--- config.mk ---
export PLATFORM = sky130hd
export DESIGN_NAME = piradip_axi4mmlite_arbiter
export DESIGN_NICKNAME = d
export VERILOG_FILES = /design/src/rtl/piradip_axi4mmlite_arbiter.sv
export SDC_FILE = /design/constraint.sdc
export NUM_CORES = 1
export LEC_CHECK = 0
export ABC_AREA = 1
export CAP_MARGIN = 0
export CORE_MARGIN = 2
export CORE_UTILIZATION = 42
export CTS_CLUSTER_DIAMETER = 100
export DETAILED_ROUTE_END_ITERATION = 7
export HOLD_SLACK_MARGIN = 0.05
export PLACE_DENSITY = 0.95
export SLEW_MARGIN = 20
export SYNTH_ARGS = -nofsm -noshare
export SYNTH_HDL_FRONTEND = slang
export SYNTH_SLANG_ARGS = --single-unit
--- constraint.sdc ---
create_clock -name aclk -period 3.2 [get_ports aclk]
set_clock_uncertainty 0.15 [all_clocks]
set_input_delay 0.96 -clock aclk [delete_from_list [all_inputs] [get_ports aclk]]
set_output_delay 0.96 -clock aclk [all_outputs]
set_load 0.005 [all_outputs]
--- src/rtl/piradip_axi4mmlite_arbiter.sv ---
// -----------------------------------------------------------------------------
// piradip_axi4mmlite_arbiter
//   Round-robin arbiter that funnels NUM_REQ simple request ports onto a single
//   AXI4-Lite manager. Exactly one AXI transaction is in flight at a time.
//
// Ports
//   aclk, aresetn        clock, asynchronous active-low reset
//   req_valid/req_write  per-requester request present / 1=write 0=read
//   req_addr/wdata/wstrb packed per-requester payload, requester i at [i*W +: W]
//   req_ready            combinational one-cycle accept pulse (IDLE only)
//   rsp_valid            registered one-cycle completion pulse to the owner
//   rsp_rdata/rsp_resp   shared completion payload (rdata is 0 for writes)
//   busy                 a transaction is in flight
//   m_aw*/m_w*/m_b*/m_ar*/m_r*  AXI4-Lite manager interface, outputs registered
// -----------------------------------------------------------------------------
module piradip_axi4mmlite_arbiter #(
   parameter int  NUM_REQ    = 2,
   parameter int  ADDR_WIDTH = 8,
   parameter int  DATA_WIDTH = 32,
   localparam int STRB_WIDTH = DATA_WIDTH / 8
) (
   input  logic                            aclk,
   input  logic                            aresetn,
   // requester side
   input  logic [NUM_REQ-1:0]              req_valid,
   input  logic [NUM_REQ-1:0]              req_write,
   input  logic [NUM_REQ*ADDR_WIDTH-1:0]   req_addr,
   input  logic [NUM_REQ*DATA_WIDTH-1:0]   req_wdata,
   input  logic [NUM_REQ*STRB_WIDTH-1:0]   req_wstrb,
   output logic [NUM_REQ-1:0]              req_ready,
   output logic [NUM_REQ-1:0]              rsp_valid,
   output logic [DATA_WIDTH-1:0]           rsp_rdata,
   output logic [1:0]                      rsp_resp,
   output logic                            busy,
   // AXI4-Lite manager
   output logic [ADDR_WIDTH-1:0]           m_awaddr,
   output logic [2:0]                      m_awprot,
   output logic                            m_awvalid,
   input  logic                            m_awready,
   output logic [DATA_WIDTH-1:0]           m_wdata,
   output logic [STRB_WIDTH-1:0]           m_wstrb,
   output logic                            m_wvalid,
   input  logic                            m_wready,
   input  logic [1:0]                      m_bresp,
   input  logic                            m_bvalid,
   output logic                            m_bready,
   output logic [ADDR_WIDTH-1:0]           m_araddr,
   output logic [2:0]                      m_arprot,
   output logic                            m_arvalid,
   input  logic                            m_arready,
   input  logic [DATA_WIDTH-1:0]           m_rdata,
   input  logic [1:0]                      m_rresp,
   input  logic                            m_rvalid,
   output logic                            m_rready
);
   localparam int IDXW = $clog2(NUM_REQ);

   typedef enum logic [2:0] {IDLE, WADDR, WRESP, RADDR, RRESP} state_t;

   // request captured at accept; drives the AXI address/data outputs directly
   typedef struct packed {
      logic [IDXW-1:0]       owner;
      logic [ADDR_WIDTH-1:0] addr;
      logic [DATA_WIDTH-1:0] wdata;
      logic [STRB_WIDTH-1:0] wstrb;
   } lat_t;

   state_t          state, state_nxt;
   lat_t            lat;
   logic [IDXW-1:0] rr_ptr;
   logic [IDXW-1:0] grant, scan_idx;
   logic            grant_vld;
   logic            aw_pend, w_pend;

   assign busy     = (state != IDLE);
   assign m_awprot = 3'b000;
   assign m_arprot = 3'b000;
   assign m_awaddr = lat.addr;
   assign m_araddr = lat.addr;
   assign m_wdata  = lat.wdata;
   assign m_wstrb  = lat.wstrb;

   // scan starts one past the last winner so every requester gets a turn
   always_comb begin
      grant     = '0;
      grant_vld = 1'b0;
      scan_idx  = '0;
      for (int k = 1; k <= NUM_REQ; k++) begin
         scan_idx = IDXW'((int'(rr_ptr) + k) % NUM_REQ);
         if (!grant_vld && req_valid[scan_idx]) begin
            grant     = scan_idx;
            grant_vld = 1'b1;
         end
      end
   end

   always_comb begin
      req_ready = '0;
      if (state == IDLE && grant_vld) req_ready[grant] = 1'b1;
   end

   // AW and W still outstanding after this cycle's edge
   assign aw_pend = m_awvalid & ~m_awready;
   assign w_pend  = m_wvalid  & ~m_wready;

   always_ff @(posedge aclk or negedge aresetn) begin
      if (!aresetn) state <= IDLE;
      else          state <= state_nxt;
   end

   always_comb begin
      state_nxt = state;
      case (state)
         IDLE:    if (grant_vld) state_nxt = req_write[grant] ? WADDR : RADDR;
         WADDR:   if (!aw_pend && !w_pend) state_nxt = WRESP;
         WRESP:   if (m_bvalid) state_nxt = IDLE;
         RADDR:   if (m_arready) state_nxt = RRESP;
         RRESP:   if (m_rvalid) state_nxt = IDLE;
         default: state_nxt = IDLE;
      endcase
   end

   always_ff @(posedge aclk or negedge aresetn) begin
      if (!aresetn) begin
         rr_ptr    <= IDXW'(NUM_REQ - 1);
         lat       <= '0;
         m_awvalid <= 1'b0;
         m_wvalid  <= 1'b0;
         m_bready  <= 1'b0;
         m_arvalid <= 1'b0;
         m_rready  <= 1'b0;
         rsp_valid <= '0;
         rsp_rdata <= '0;
         rsp_resp  <= 2'b00;
      end else begin
         rsp_valid <= '0;
         case (state)
            IDLE: begin
               if (grant_vld) begin
                  rr_ptr    <= grant;
                  lat.owner <= grant;
                  lat.addr  <= req_addr[int'(grant)*ADDR_WIDTH +: ADDR_WIDTH];
                  lat.wdata <= req_wdata[int'(grant)*DATA_WIDTH +: DATA_WIDTH];
                  lat.wstrb <= req_wstrb[int'(grant)*STRB_WIDTH +: STRB_WIDTH];
                  m_awvalid <= req_write[grant];
                  m_wvalid  <= req_write[grant];
                  m_arvalid <= ~req_write[grant];
               end
            end
            WADDR: begin
               // AW and W retire independently, in either order
               if (m_awready) m_awvalid <= 1'b0;
               if (m_wready)  m_wvalid  <= 1'b0;
               if (!aw_pend && !w_pend) m_bready <= 1'b1;
            end
            WRESP: begin
               if (m_bvalid) begin
                  m_bready             <= 1'b0;
                  rsp_valid[lat.owner] <= 1'b1;
                  rsp_rdata            <= '0;
                  rsp_resp             <= m_bresp;
               end
            end
            RADDR: begin
               if (m_arready) begin
                  m_arvalid <= 1'b0;
                  m_rready  <= 1'b1;
               end
            end
            RRESP: begin
               if (m_rvalid) begin
                  m_rready             <= 1'b0;
                  rsp_valid[lat.owner] <= 1'b1;
                  rsp_rdata            <= m_rdata;
                  rsp_resp             <= m_rresp;
               end
            end
            default: ;
         endcase
      end
   end

endmodule

==> qor.log, run 1 <==
[global_routing] overall fraction of global-route tracks in use 0.217
[clock_network] post-CTS setup buffer count 0
[global_routing] vias in the first global route 4024
[final_layout] ant diodes 0
[setup_path] Reg-to-Reg Start state[1]
[logic_synthesis] fraction of registers with async set/reset 1.00
[hold_path] Worst Hold Path EP rsp_valid[0]
[logic_synthesis] fraction of synthesized cell area taken by the top area cell type 0.507
[setup_path] WS Path Type input pin to output pin
[logic_synthesis] post-synthesis sequential area ratio 0.513
[setup_path] endpoint of the worst-slack reg-to-reg timing path rsp_rdata[21]
[logic_synthesis] number of synthesis warnings 0
[global_routing] maximum number of pins on one net before global-route repair 53
[setup_path] critical path's slowest cell sky130_fd_sc_hd__dlygate4sd2_1
[floorplan] Floorplan Core Area 10200 µm²
[setup_path] WP data required 2090 ps
[floorplan] initial cell density of the core 0.429
[placed_design] global placement routability congestion 0.839
[logic_synthesis] dominant combinational cell family by area after synthesis simple AND/OR/NAND/NOR gates
[floorplan] Die Y 106 µm
[logic_synthesis] post-synthesis mux area share 0
[global_routing] global routing's busiest layer met2
[logic_synthesis] xor/xnor cell area share of the yosys netlist 0
[logic_synthesis] Compound-Gate Fraction of Synth Area 0.0137
[timing] worst hold margin 289 ps
[placed_design] number of port buffers 230
[drt] routed wire length 12000 µm
[logic_synthesis] cell types with the largest area share after synthesis sky130_fd_sc_hd__dfrtp_1 (51%), sky130_fd_sc_hd__nand2_1 (19%), sky130_fd_sc_hd__buf_4 (11%), sky130_fd_sc_hd__nand3_1 (9.4%), sky130_fd_sc_hd__buf_6 (1.5%)
[setup_path] slack of the worst reg-to-reg path 870 ps
[setup_path] count of cells along the worst register-to-register path 8
[global_routing] total overflow reported by the global router 0
[power_and_ir_drop] areal power density over the cells 743 nW/µm²
[drt] violation count after the first detailed-route iteration 292
[setup_path] total stage count of the critical path 6
[run] max-capacitance violation count 0
[timing] Slew headroom 0.628
[drt] Detailed Routing Iterations Pass 1 4
[global_routing] met1 track utilization from global routing 0.253
[global_routing] met2 Use GR 0.376
[clock_network] Clock transition at path regs 90 ps
[logic_synthesis] most common flop cell mapped by yosys sky130_fd_sc_hd__dfrtp_1
[timing] final count of pins violating max slew 0
[logic_synthesis] library cell with the largest summed area after synthesis sky130_fd_sc_hd__dfrtp_1
[timing] actual slew at the worst max-slew pin 557 ps
[final_layout] Area growth, synth to finish 49.0%
[timing] number of setup violations in the final report 0
[drt] post-detailed-route wirelength per cell 14.2 µm
[timing] final cycle utilization of the critical path 0.935
[logic_synthesis] synthesized cell area 4390 µm²
[setup_path] series of cell instances along the critical path dlygate4sd2_1 > nand2_1 > nand2_1 > buf_4 > nor2_4 > dlygate4sd2_1
[logic_synthesis] number of enable-type register cells in the synthesized netlist 0
[floorplan] io pins 237
[clock_network] CTS tree built
[hold_path] worst min path class flip-flop to flip-flop
[clock_network] number of buffers created by CTS 9
[drt] drc violations 0
[final_layout] proportion of layout cells with a drive suffix above 1 0.0537
[timing] max frequency 0.334 GHz
[logic_synthesis] simple logic cell fraction of the synthesized area 0.322
[clock_network] clk buf depth 2
[floorplan] die area 11300 µm²
[logic_synthesis] synthesis-stage register bit count 90
[logic_synthesis] Adder-Cell Fraction of Synth Area 0
[drt] Vias per Instance 4.80
[timing] time the final worst path needs with I/O delays and setup 2990 ps
[timing] setup repair after global routing missed its margin no
[power_and_ir_drop] Worst VDD drop 0.627 mV
[clock_network] clock root buffer sky130_fd_sc_hd__clkbuf_8
[timing] setup slack after layout 207 ps
[run_status] result of the run complete, no violations
[drt] total number of vias 4043
[clock_network] clock sink total 90
[placed_design] post-place setup slack -257 ps
[clock_network] post-cts hold buffer count 0
[setup_path] Buf+Inv Stages, Crit Path 3
[global_routing] global-route wire length before repair 19400 µm
[clock_network] Clk Latency, worst-skew pair 350 ps
[timing] Hold Violations, Final 0
[logic_synthesis] synth unique cells 25
[setup_path] nature of the critical path endpoint output pin
[setup_path] data arrival time of the worst path 1880 ps
[logic_synthesis] Avg Cell Area, Syn 8.30 µm²
[drt] Post-DRT Antenna Nets 0
[setup_path] max incr delay on CP 260 ps
[floorplan] number of core rows 37
[floorplan] horizontal die dimension 106 µm
[final_layout] number of nets in the layout 837
[setup_path] startpoint type of the worst setup path input pin
[global_routing] number of antenna violations at the first check in global routing 0
[hold_path] Worst Min Path Start lat[44]
[power_and_ir_drop] leakage power 3.10 nW
[power_and_ir_drop] Power, Total 0.00486 W
[setup_path] cell family with most CP delay buffers and inverters
[clock_network] CTS H-tree depth 3
[logic_synthesis] Post-Syn Instances 529
[global_routing] met3 routing resource usage after global routing 0.0570
[setup_path] maximum fanout encountered on the critical timing path 2
[hold_path] worst hold path stage count 1
[placed_design] half-perimeter wire length of the detailed placement result 9270 µm
-- final cells by class --
| cell class | instances | area (µm²) |
|---|---|---|
| clock buffers | 11 | 131 |
| clock inverters | 5 | 55.1 |
| fillers | 851 | 3690 |
| inverters | 17 | 68.8 |
| multi-input cells | 347 | 1500 |
| flip-flops and latches | 90 | 2250 |
| well taps | 136 | 170 |
| repair buffers | 237 | 2360 |
-- metrics by stage --
step	cell area [µm²]	setup TNS (ps)	cells	util
2_1_floorplan	4410	0	534	-
3_5_place_dp	6350	-485	827	0.621
4_1_cts	6540	0	843	0.639
3_3_place_gp	6350	-405	827	0.621
5_1_grt	6540	0	843	0.639
6_report	6540	0	843	0.639
-- placed cells by master (no fill, tap or decap), drive strengths merged --
cell           Yosys  layout
dfstp              1       1
o211ai             2       2
clkbuf             2      11
clkdlybuf4s50      0     225
dfrtp             89      89
dlygate4sd2        0       3
nand4              2       2
a21boi             1       1
buf               78       8
nand2            231     231
nor2              14      14
clkinvlp           0       2
clkinv             0       2
or2                2       2
inv               17      17
conb               1       6
dlymetal6s2s       0       1
nand3             82      82
o21bai             1       1
o21ai              6       6
bufinv             0       1
-- how the worst max path moves through the flow --
stage / start / endpoint / slack (ps)
6_report: req_valid[0] / req_ready[1] / 210
5_1_grt: req_valid[0] / req_ready[1] / 160
4_1_cts: req_valid[1] / req_ready[0] / 20
3_5_place_dp: req_valid[1] / req_ready[0] / -260
3_3_place_gp: req_valid[1] / req_ready[0] / -220
2_1_floorplan: req_valid[0] / req_ready[0] / 530
-- flip-flops by register name, indices dropped and copies added, names as in the netlist, 2 cells and up --
signal,count
m_wdata,32
state,3
rsp_rdata,32
rsp_valid,2
m_wstrb,4
m_araddr,8
rsp_resp,2
-- per-layer routing --
metal,share of wire,up-vias
met1,0.39,1888
met4,0.029,0
met2,0.51,181
met3,0.074,28
li1,-,1946
met5,0,-
-- cell usage after synthesis, drive strengths merged (2+ instances only) --
cell type,count
inv,17
nand3,82
o21ai,6
buf,78
o211ai,2
dfrtp,89
nand2,231
nor2,14
or2,2
nand4,2
clkbuf,2
-- report_power, final --
part           internal (W)  switching [W]
clock network      0.000359       0.000385
registers           0.00155       0.000263
logic               0.00123        0.00106
-- cell families (layout without fill, tap and decap cells) --
group                  count (synthesis)  in the layout
and+or+nand+nor                      331            331
buffers and inverters                 97            270
DFF                                   90             90
AOI/OAI and AO/OA                     10             10
other                                  1              6
-- what timing repair did --
| item | 4_1_cts | 5_1_grt |
|---|---|---|
| gates resized for setup | 5 | 1 |
| pin swaps | 1 | 0 |
| hold endpoints to repair | 0 | 0 |
| setup endpoints to repair | 2 | 1 |
(Power assumes the default switching activity.)
==> run 2: changes to the inputs <==
--- a/config.mk
+++ b/config.mk
@@ -13,7 +13,7 @@
 export DETAILED_ROUTE_END_ITERATION = 7
 export HOLD_SLACK_MARGIN = 0.05
 export PLACE_DENSITY = 0.95
-export SLEW_MARGIN = 20
+export SLEW_MARGIN = 15
 export SYNTH_ARGS = -nofsm -noshare
 export SYNTH_HDL_FRONTEND = slang
 export SYNTH_SLANG_ARGS = --single-unit
==> results of run 2 <==
The final DEF is identical to that of run 1; final timing and power are the same.
